`config.mk`:
```
export PLATFORM = sky130hd
export DESIGN_NAME = sca_blk_pool
export DESIGN_NICKNAME = d
export VERILOG_FILES = /design/src/rtl/sca_blk_pool.sv
export SDC_FILE = /design/constraint.sdc
export NUM_CORES = 1
export LEC_CHECK = 0
export CORE_ASPECT_RATIO = 0.75
export CORE_UTILIZATION = 40
export CTS_CLUSTER_DIAMETER = 200
export DETAILED_ROUTE_END_ITERATION = 12
export GPL_TIMING_DRIVEN = 1
export PLACE_DENSITY = 0.63
export RECOVER_POWER = 50
export SLEW_MARGIN = 15
export SYNTH_ARGS = -nofsm -noshare
export SYNTH_HDL_FRONTEND = slang
export SYNTH_SLANG_ARGS = --single-unit
```
`constraint.sdc`:
```
create_clock -name CLK -period 13.8 [get_ports CLK]
set_input_delay 1.38 -clock CLK [delete_from_list [all_inputs] [get_ports CLK]]
set_output_delay 1.38 -clock CLK [all_outputs]
set_load 0.01 [all_outputs]
```
`src/rtl/sca_blk_pool.sv`:
```
// SCA block manager: free-block bitmap, LCT FIFO awaiting the L1A decision, and a handshaked readout queue.
// Build macro SCA_OVERWRITE_EN: an LCT with the pool empty reuses WR_BLK and marks the entry sf=1.
module sca_blk_pool #(
  parameter int NBLK      = 16,
  parameter int LCT_DEPTH = 16,
  parameter int L1A_DEPTH = 8,
  localparam int AW = $clog2(NBLK),
  localparam int LW = $clog2(LCT_DEPTH) + 1,
  localparam int QW = $clog2(L1A_DEPTH) + 1
) (
  input  logic          CLK,
  input  logic          RST,
  input  logic          LCT,
  input  logic          L1A_VALID,
  input  logic          L1A_MATCH,
  input  logic          RD_ACK,
  input  logic          RD_DONE,
  input  logic [AW-1:0] RD_DONE_BLK,
  output logic [AW-1:0] WR_BLK,
  output logic          WR_STRB,
  output logic          RD_VALID,
  output logic [AW-1:0] RD_BLK,
  output logic          RD_SCAFULL,
  output logic          SCAFULL,
  output logic [AW:0]   NFREE,
  output logic [LW-1:0] NLCT,
  output logic [QW-1:0] NL1A,
  output logic          NOLCT,
  output logic          LCT_FULL_ERR,
  output logic          L1A_FULL_ERR,
  output logic [15:0]   ERR_WORD
);

  localparam int LPW = LW - 1;
  localparam int QPW = QW - 1;
  localparam int NW  = AW + 1;

  typedef struct packed {
    logic [AW-1:0] blk;
    logic          sf;
  } entry_t;

  entry_t          lct_mem [LCT_DEPTH];
  entry_t          rq_mem  [L1A_DEPTH];
  logic [NBLK-1:0] free_map, free_n, alloc_mask, rel_mask;
  logic [LPW-1:0]  lct_wr, lct_rd;
  logic [QPW-1:0]  rq_wr, rq_rd, rq_rd_n;
  logic [LW-1:0]   nlct_n;
  logic [QW-1:0]   nl1a_n, rq_left;
  logic [NW-1:0]   nfree_n;
  logic [AW-1:0]   alloc_idx;
  logic [15:0]     err_n;
  entry_t          push_entry, lct_head, rd_head_n;
  logic            alloc_any, lct_pop, lct_full_eff, lct_ok, lct_alloc, lct_push;
  logic            rq_pop, rq_push, rq_full_eff, rel_l1a, lct_err_n, l1a_err_n;

  function automatic logic [3:0] sat4(input logic [15:0] v);
    return (v > 16'd15) ? 4'hF : v[3:0];
  endfunction

  function automatic logic [7:0] sat8(input logic [15:0] v);
    return (v > 16'd255) ? 8'hFF : v[7:0];
  endfunction

  // Lowest-index free block, taken from the bitmap as it stood before this cycle's releases.
  always_comb begin
    // NOTE: every combinational output gets a default first so no path leaves it unassigned (no latch).
    alloc_any = 1'b0;
    alloc_idx = '0;
    for (int i = NBLK - 1; i >= 0; i--) begin
      if (free_map[i]) begin
        alloc_any = 1'b1;
        alloc_idx = AW'(i);
      end
    end
  end

  assign lct_head     = lct_mem[lct_rd];
  assign lct_pop      = L1A_VALID && (NLCT != '0);
  assign rq_pop       = RD_ACK && RD_VALID;
  assign lct_full_eff = (NLCT == LW'(LCT_DEPTH)) && !lct_pop;
  assign rq_full_eff  = (NL1A == QW'(L1A_DEPTH)) && !rq_pop;
  assign lct_ok       = LCT && !lct_full_eff;
  assign lct_alloc    = lct_ok && alloc_any;
  assign rq_push      = lct_pop && L1A_MATCH && !rq_full_eff;
  assign rel_l1a      = lct_pop && !rq_push && !lct_head.sf;

`ifdef SCA_OVERWRITE_EN
  assign lct_push       = lct_ok;
  assign push_entry.blk = alloc_any ? alloc_idx : WR_BLK;
  assign push_entry.sf  = !alloc_any;
`else
  assign lct_push       = lct_alloc;
  assign push_entry.blk = alloc_idx;
  assign push_entry.sf  = 1'b0;
`endif

  // Releases of an already-free block are harmless ORs; the count is recomputed from the bitmap.
  always_comb begin
    alloc_mask = '0;
    rel_mask   = '0;
    if (lct_alloc) alloc_mask[alloc_idx] = 1'b1;
    if (rel_l1a)   rel_mask[lct_head.blk] = 1'b1;
    if (RD_DONE)   rel_mask[RD_DONE_BLK] = 1'b1;
    free_n  = (free_map | rel_mask) & ~alloc_mask;
    nfree_n = '0;
    for (int i = 0; i < NBLK; i++) nfree_n = nfree_n + NW'(free_n[i]);
  end

  assign nlct_n  = NLCT + LW'(lct_push) - LW'(lct_pop);
  assign nl1a_n  = NL1A + QW'(rq_push) - QW'(rq_pop);
  assign rq_left = NL1A - QW'(rq_pop);
  assign rq_rd_n = rq_rd + QPW'(rq_pop);
  // First-word-fall-through head: an empty queue shows the entry being pushed this cycle.
  assign rd_head_n = (rq_left == '0) ? lct_head : rq_mem[rq_rd_n];

  assign lct_err_n = LCT_FULL_ERR || (LCT && lct_full_eff);
  assign l1a_err_n = L1A_FULL_ERR || (lct_pop && L1A_MATCH && rq_full_eff);

  always_comb begin
    err_n = 16'h0000;
    if (lct_err_n)
      err_n = {4'hB, 3'b100, l1a_err_n, sat4(16'(nlct_n)), sat4(16'(nfree_n))};
    else if (l1a_err_n)
      err_n = {4'hB, 3'b010, 1'b0, sat8(16'(nl1a_n))};
  end

  // NOTE: storage arrays carry no reset; the pointers and counts decide which words are meaningful.
  always_ff @(posedge CLK) begin
    if (lct_push) lct_mem[lct_wr] <= push_entry;
    if (rq_push)  rq_mem[rq_wr]   <= lct_head;
  end

  // NOTE: all state updates use non-blocking assignments so every register sees pre-edge values.
  always_ff @(posedge CLK) begin
    if (RST) begin
      free_map     <= '1;
      NFREE        <= NW'(NBLK);
      SCAFULL      <= 1'b0;
      WR_BLK       <= '0;
      WR_STRB      <= 1'b0;
      lct_wr       <= '0;
      lct_rd       <= '0;
      NLCT         <= '0;
      rq_wr        <= '0;
      rq_rd        <= '0;
      NL1A         <= '0;
      RD_VALID     <= 1'b0;
      RD_BLK       <= '0;
      RD_SCAFULL   <= 1'b0;
      NOLCT        <= 1'b0;
      LCT_FULL_ERR <= 1'b0;
      L1A_FULL_ERR <= 1'b0;
      ERR_WORD     <= 16'h0000;
    end else begin
      free_map     <= free_n;
      NFREE        <= nfree_n;
      SCAFULL      <= (nfree_n == '0);
      WR_STRB      <= lct_push;
      if (lct_push) begin
        WR_BLK <= push_entry.blk;
        lct_wr <= lct_wr + LPW'(1);
      end
      if (lct_pop) lct_rd <= lct_rd + LPW'(1);
      NLCT         <= nlct_n;
      if (rq_push) rq_wr <= rq_wr + QPW'(1);
      rq_rd        <= rq_rd_n;
      NL1A         <= nl1a_n;
      RD_VALID     <= (nl1a_n != '0);
      RD_BLK       <= rd_head_n.blk;
      RD_SCAFULL   <= rd_head_n.sf;
      NOLCT        <= L1A_VALID && (NLCT == '0);
      LCT_FULL_ERR <= lct_err_n;
      L1A_FULL_ERR <= l1a_err_n;
      ERR_WORD     <= err_n;
    end
  end

endmodule

```
==> results.txt, run 1 <==
The remaining number of nets flagged by the antenna check after routing is 0. From bottom edge to top edge, the die measures 121 um. After detailed routing, the number of vias per cell comes to 5.40.

Counting flops with an async set or reset pin after synthesis yields a share of 0%. Cells fill 47.8% of the core in the end. The tools report the endpoint of the lowest-slack register-to-register path as SCAFULL. The first global-routing pass estimated 27400 um of wire. Derived from the worst setup path, the maximum achievable clock frequency is 0.146 GHz. The die covers 19500 um^2. The average wire length per cell after detail routing was 18.9 um.

In this run the count of I/O pins placed on the die edge is 56. The total overflow reported by the global router is 0, and the total global-route track usage is 18.8%. The tools report the end point of the worst hold path as lct_rd[1]. The setup slack of the most critical reg-to-reg path was 7.20 ns; the number of max-capacitance violations reported was 1. STA classifies the critical path endpoint as a flip-flop.

The tools report the number of pins exceeding their max-slew limit in the final report as 55. Traced cell by cell, the critical path runs through clkdlybuf4s50_1 -> a211oi_1 -> a21boi_0 -> nor3b_1 -> nand3_1 -> or2_1 -> a22oi_1 -> fa_1 -> inv_1 -> fa_1 -> fa_1 -> fa_1 -> inv_1 -> ha_1 -> fa_1 -> a21oi_1 -> nor2b_1 -> or2_2 -> nor3_1. The logs give 4959 for the routed via count and 0.42 ns for the source-to-sink clock delay at the later pin of the worst-skew pair. After floorplanning, the core was sized to cover 18500 um^2. The setup path with the least slack is of type input pin to flip-flop. The layout has 1650 filler cells.

Number of global-route vias before repair: 4880. For the worst flop-to-flop path, the logic depth is 17. The startpoint type of the worst setup path was an input pin. The run gives 0 as the final antenna diode count. Clock-pin slew was measured on the worst setup and hold paths at 0.06 ns.

The port buffer count was 52. The worst hold slack was 0.496 ns. The count of instances resized after the clock tree is built was 0. The tree built by TritonCTS fans out to 169 sinks. TritonCTS built the clock tree. Along the worst path, the maximum fanout reaches 5.

Number of rows created at floorplan: 43. The clock tree synthesis step divided the H-tree into 4 levels. Of the available clock period, the critical path in the final layout requires 49.6%. The logs give 0.0885 mV for the worst vdd rail ir drop and 0 for the number of setup buffers added after CTS.

The DRC violation count after routing is 0, and the HPWL after detailed placement is 12600 um. Counting distinct cell types in the post-synthesis netlist gives 59. Before antenna repair, the detailed router went through 6 iterations. Setup repair after global routing left no endpoint under its margin. The net count reported at finish is 708, and the number of buffers added to fix hold violations after cts is 0.

The die extent in x came out at 161 um. The buffering stage count on the worst path with inverters included came out at 3. Among all stages on the critical path, the largest delay is contributed by nor3b_1. For the gate count after technology mapping, the log shows 608. Worst hold path cell count: 2.

The tools report the number of endpoints with negative hold slack in the final report as 0. Entering global routing, the biggest net connects 55 pins. The tools report the number of setup violations in the final report as 0.

Subtracting the final worst setup slack from the clock period gives 6.84 ns. The run gives 7590 um^2 as the post-synthesis instance area. The relative slew slack came out at -67.1%.

For the final routed database, the setup TNS stands at 0 ns. The worst hold-check path type is flip-flop to flip-flop. The routed design has 17300 um of wire. The most numerous cell on the critical path was fa_1. Data on the critical path is required at its endpoint by 14.14 ns. Initial antenna violation count: 0. Overall power consumption after layout is estimated at 1.50 mW. Dominant synthesized flop cell: edfxtp_1. The synthesized design contains 96 enable-type register cells. In this run the deepest clock path goes through 2 buffers. The effective utilization at floorplan came out at 41.0%. The post-synthesis to final-layout area growth works out to 16.6%. Clock skew on the completed layout was measured at 0.0147 ns.

Ratio of total power to cell area: 170 nW/um^2. The worst hold path begins at lct_rd[1]. After synthesis, the mean cell area works out to 12.5 um^2. The violation count after the first detailed-routing iteration is 453. Total CTS buffers: 17.

The placed instances occupy a cell area of 8310 um^2. In the final layout, the share of cells above drive strength 1 is 8.93%. The final reports fail on capacitance limit, slew limit. In this run, synthesis produced a sequential element count of 169. The run finished, with violations left. The family with the most delay on the worst path is adder cells. Placer congestion estimate: 0.903. The post-route cell area is 8850 um^2.

In this run the clock root is driven by a clkbuf_16. For the register area share after synthesis, the log shows 57.2%. Summed over all cells, the static leakage comes to 3.19 nW. The critical path arrival came out at 7.19 ns.

The largest incremental delay on the critical path came out at 0.61 ns. Yosys printed 0 warnings. At the pin with the least slew margin, the transition time is 2.51 ns.
==> sequential cells by signal (all words and copies together), names as in the netlist, named ones only <==
register / cells
ERR_WORD: 12
NOLCT: 1
SCAFULL: 1
RD_BLK: 4
free_map: 16
RD_VALID: 1
L1A_FULL_ERR: 1
NFREE: 5
lct_mem: 64
rq_mem: 32
lct_wr: 4
rq_wr: 3
NLCT: 5
WR_BLK: 4
lct_rd: 4
NL1A: 4
rq_rd: 3
WR_STRB: 1
==> synthesized netlist by cell type (7+ instances only) <==
library cell / count / share of area [%]
dfxtp_1: 73 / 19
nor2b_1: 12 / 0.99
a22oi_1: 7 / 0.69
clkbuf_1: 14 / 0.69
xor2_1: 9 / 1.0
ha_1: 26 / 4.3
nor2_1: 69 / 3.4
nor3_1: 14 / 0.92
nand2b_1: 7 / 0.58
edfxtp_1: 96 / 38
a21oi_1: 25 / 1.6
o21ai_0: 23 / 1.5
xnor2_1: 8 / 0.92
mux4_2: 20 / 5.9
fa_1: 12 / 3.2
a211oi_1: 11 / 1.1
nand3_1: 10 / 0.66
nand2_1: 33 / 1.6
inv_1: 39 / 1.9
==> layout make-up <==
class / count / area [um^2] / share of cell area [%]
multi-input cells: 375 / 2960 / 33.4
well taps: 247 / 309 / 3.49
repair buffers: 56 / 538 / 6.08
inverters: 40 / 150 / 1.70
flip-flops and latches: 169 / 4340 / 49.1
clock buffers: 19 / 453 / 5.12
clock inverters: 13 / 95.1 / 1.07
==> stage by stage <==
step | instances | setup WS [ns]
after detailed placement | 887 | 6.60
after CTS | 919 | 7.03
after global placement | 887 | 6.74
after floorplan | 610 | 7.66
after global routing | 919 | 6.61
final | 919 | 6.96
==> worst max path at each step <==
stage,startpoint,endpoint,slack (ns),cells after the start
floorplan,RD_ACK,SCAFULL,7.66,17
global placement,RD_ACK,SCAFULL,6.74,19
detailed placement,RD_ACK,SCAFULL,6.60,20
CTS,RD_ACK,SCAFULL,7.03,19
global route,RD_ACK,SCAFULL,6.61,20
finish,RD_ACK,SCAFULL,6.96,19
==> power breakdown <==
group / internal, mW / switching [mW] / leakage [nW]
Sequential: 0.593 / 0.0382 / 1.44
Combinational: 0.186 / 0.246 / 1.50
Clock: 0.241 / 0.201 / 0.251
==> cells in the final DEF, fill, tap and decap left out, types with 4 or more instances in the layout <==
| master | instances |
|---|---|
| dfxtp_1 | 73 |
| or3_1 | 4 |
| a32oi_1 | 6 |
| clkbuf_16 | 17 |
| clkdlybuf4s50_1 | 8 |
| mux4_2 | 20 |
| a211oi_1 | 11 |
| nor3_1 | 14 |
| clkinvlp_4 | 6 |
| nand3_1 | 10 |
| xnor2_1 | 8 |
| edfxtp_1 | 96 |
| a21o_1 | 6 |
| nand2b_1 | 7 |
| and2_1 | 5 |
| inv_1 | 39 |
| nand2_1 | 33 |
| ha_1 | 26 |
| fa_1 | 12 |
| mux4_1 | 6 |
| xor2_1 | 9 |
| a22oi_1 | 7 |
| a21oi_1 | 25 |
| dlygate4sd3_1 | 43 |
| o21ai_0 | 23 |
| nor2_1 | 69 |
| nor2b_1 | 12 |
| a31oi_1 | 6 |
| or2_1 | 4 |
| mux2i_1 | 6 |
==> routing by layer <==
metal	GRT usage [%]	share of wire [%]	vias to the layer above
met4	4.66	0.61	0
met5	0	0	-
met3	4.37	6.4	9
met1	27.5	48	2454
met2	28.0	45	171
li1	-	-	2325
==> worst register-to-register path: cells and delay by family, from the launching register on <==
kind | cells | cell delay, ns
compound gates | 3 | 0.78
fa+ha+maj | 6 | 2.46
buf+inv | 2 | 0.13
flops | 1 | 0.86
mux | 1 | 0.61
simple gates | 5 | 1.70
==> logic make-up (layout without fill, tap and decap cells) <==
group,count (synthesis),count (layout),share of synthesized area [%]
other,1,3,0.0494
AO/OA/AOI/OAI,104,104,8.97
adder cells (fa/ha/maj),38,38,7.45
multiplexers,32,32,8.80
AND/OR/NAND/NOR,181,181,11.6
buffers and inverters,66,128,3.89
XOR/XNOR,17,17,1.96
flip-flops,169,169,57.2
No activity file was read; power rests on OpenSTA's default activity.
==> run 2, diff against run 1 <==
Settings changed: PLACE_DENSITY 0.63 to 0.65.
Clock period 13.8 ns to 5.7 ns, I/O delays scaled along.
==> run 2 against run 1 <==
Compared with the run above: the run now ends clean; final cell count up 4.6%; clock power grew to 2.7 times the previous value; flip-flop and latch count is the same; die area unchanged; worst hold slack better by 0.0071 ns; via count up 4.8%; critical path type is now flip-flop to flip-flop.
==> results.txt, run 2 (same netlist as run 1, synthesis figures left out) <==
The floorplan core area was 18500 um^2 (unchanged); the placer congestion estimate was 0.907 (was 0.903). The run gives 0.0101 ns (was 0.0147 ns) as the clock skew. The number of setup violations in the final report was 0 (unchanged). The family with the most delay on the worst path is adder cells (unchanged). The number of clock sinks seen by CTS came out at 169 (unchanged). The relative slew slack was 28.9% (was -67.1%). Dividing the final minimum period by the clock period gives 98.5%. The source-to-sink clock delay at the later pin of the worst-skew pair was 0.43 ns (was 0.42 ns); the via density per instance was 5.41 (was 5.40). The tools report the worst vdd rail ir drop as 0.181 mV (was 0.0885 mV). TritonCTS built the clock tree. The run gives 55 (unchanged) as the largest net degree at the start of global routing.

The final antenna diode count was 0 (unchanged); the die span in y was 121 um (unchanged). The run gives 3.94 mW (was 1.50 mW) as the total power consumption of the routed design. The run finished with clean final reports.

The worst hold-check path type was flip-flop to flip-flop (unchanged). The worst-case clock buffer depth was 2 (unchanged). The worst setup path category was flip-flop to flip-flop (was input pin to flip-flop). Detailed-route wire length: 18100 um (was 17300 um).

Total CTS buffers: 17 (unchanged). The buffering stage count on the worst path with inverters included is 2 (was 3), and the setup slack of the critical path after layout is 0.0883 ns (was 6.96 ns). The number of max-capacitance violations reported came out at 0 (was 1).

The violation count after the first detailed-routing iteration was 524 (was 453). For the post-route cell area, the log shows 9370 um^2 (was 8850 um^2). The run gives 0 (unchanged) as the number of endpoints with negative hold slack in the final report. The logs give 8620 um^2 (was 8310 um^2) for the instance area after placement and 5.97 ns (was 7.19 ns) for the critical path arrival. The tools report the HPWL after detailed placement as 13000 um (was 12600 um).

Biggest registers after layout: lct_mem (64), rq_mem (32), free_map (16) (unchanged). The number of rows created at floorplan is 43 (unchanged), and the initial antenna violation count is 0 (unchanged). Capturing element type of the critical path: a flip-flop (unchanged). The level count of the clock H-tree is 4 (unchanged).

The number of pins exceeding their max-slew limit in the final report is 0 (was 55). The remaining number of nets flagged by the antenna check after routing was 0 (unchanged); the actual slew at the worst max-slew pin was 1.06 ns (was 2.51 ns). The tools report the total global-route track usage as 19.5% (was 18.8%). Critical path, cell by cell: mux4_2 -> mux4_2 -> nor3_4 -> or4b_4 -> a32oi_4 -> fa_1 -> inv_2 -> fa_1 -> fa_1 -> fa_1 -> inv_2 -> ha_4 -> fa_2 -> xor2_1 -> or3_1 -> nor3_2 (was clkdlybuf4s50_1 -> a211oi_1 -> a21boi_0 -> nor3b_1 -> nand3_1 -> or2_1 -> a22oi_1 -> fa_1 -> inv_1 -> fa_1 -> fa_1 -> fa_1 -> inv_1 -> ha_1 -> fa_1 -> a21oi_1 -> nor2b_1 -> or2_2 -> nor3_1). The layout cell share with drive strength beyond 1 came out at 17.9% (was 8.93%). For the effective utilization at floorplan, the log shows 41.0% (unchanged).

The critical-path maximum fanout was 6 (was 5). The critical path's slowest cell is mux4_2 (was nor3b_1). Leading cell type in the layout, fill and taps excluded: edfxtp_1 (unchanged). The global-route wire length before repair is 28500 um (was 27400 um), and the average wire length per cell after detail routing is 18.8 um (was 18.9 um). The worst setup slack after placement was -0.384 ns (was 6.60 ns).

The register ranked first by flip-flop count was lct_mem (unchanged). Setup repair after global routing could not meet its margin everywhere. The port buffer count works out to 52 (unchanged). The largest incremental delay on the critical path is 0.54 ns (was 0.61 ns), and the top-level port count is 56 (unchanged).

The net count reported at finish was 750 (was 708); the routed via count was 5199 (was 4959). The total overflow reported by the global router is 0 (unchanged), and the number of flip-flops in the largest register is 64 (unchanged). The clock transition at the register clock pins on the worst setup and hold paths after CTS was 0.07 ns (was 0.06 ns). The timing-limited maximum frequency came out at 0.178 GHz. The master cell of the clock root buffer is clkbuf_16 (unchanged). The tools report the DRC violation count after routing as 0 (unchanged). The run gives 3.46 nW (was 3.19 nW) as the total leakage power. The number of global-route vias before repair was 5137 (was 4880); the time the worst path needs with I/O delays and setup was 5.61 ns. The tools report the area enclosed by the die boundary as 19500 um^2 (unchanged). Most frequent cells in the layout: edfxtp_1 (96), dfxtp_1 (71), nor2_1 (69) (was edfxtp_1 (96), dfxtp_1 (73), nor2_1 (69)). The ratio of total power to cell area was 420 nW/um^2 (was 170 nW/um^2); the number of iterations in the first detailed-routing pass was 5 (was 6). The tools report the end-of-flow core utilization as 50.6% (was 47.8%). The most numerous cell on the critical path was fa_1 (unchanged). The die extent in x was 161 um (unchanged); the post-synthesis to final-layout area growth was 23.4% (was 16.6%).

The startpoint type of the worst setup path was a flip-flop (was an input pin). The run gives 6.06 ns (was 14.14 ns) as the data required time of the worst path.
[run 2: worst reg2reg max path, cell delays in order, from the launching register on]
cell and delay, ns:
dfxtp_4 0.41, mux4_2 0.51, mux4_2 0.54, nor3_4 0.26, or4b_4 0.50, a32oi_4 0.20
fa_1 0.44, inv_2 0.07, fa_1 0.43, fa_1 0.49, fa_1 0.51, inv_2 0.05
ha_4 0.15, fa_2 0.35, xor2_1 0.18, or3_1 0.35, nor3_2 0.11
[run 2: stage by stage]
| stage | hold WS (ns) | instances | setup TNS [ns] |
|---|---|---|---|
| 6_report | 0.503 | 961 | 0 |
| 4_1_cts | 0.508 | 960 | 0 |
| 2_1_floorplan | 0.462 | 610 | 0 |
| 5_1_grt | 0.530 | 961 | -0.381 |
| 3_5_place_dp | 0.490 | 925 | -2.32 |
| 3_3_place_gp | 0.475 | 925 | -1.43 |
[run 2: report_power, final]
part	internal [mW]	switching, mW
Clock	0.692	0.487
Sequential	1.44	0.0732
Combinational	0.590	0.659
Total	2.72	1.22
[run 2: layout make-up]
class,instances,area [um^2]
tap,247,309
multi-input combinational,375,3050
timing repair buffer,98,910
clock inverter,14,170
fill,1577,9140
sequential,169,4350
inverter,40,150
clock buffer,18,429
[run 2: path summary, 6_finish.rpt]
path | start | end | slack (ns) | cells past startpoint
hold / removal | WR_BLK[2] | WR_BLK[2] | 0.50 | 2
setup reg to reg | flip-flop | SCAFULL | 0.09 | 16
setup / recovery | flip-flop | SCAFULL | 0.09 | 16
hold reg to reg | WR_BLK[2] | WR_BLK[2] | 0.50 | 2
[run 2: repair_timing]
action,CTS,global route
setup buffers,2,1
setup endpoints to repair,6,7
pin swaps,5,11
gates resized for setup,10,33
hold buffers,0,0
cloned,1,0
[run 2: routing by layer]
| metal | share of wire, % | track usage (%) |
|---|---|---|
| met4 | 1.4 | 6.72 |
| met2 | 45 | 29.4 |
| met5 | 0 | 0 |
| met3 | 5.7 | 3.42 |
| met1 | 48 | 28.4 |
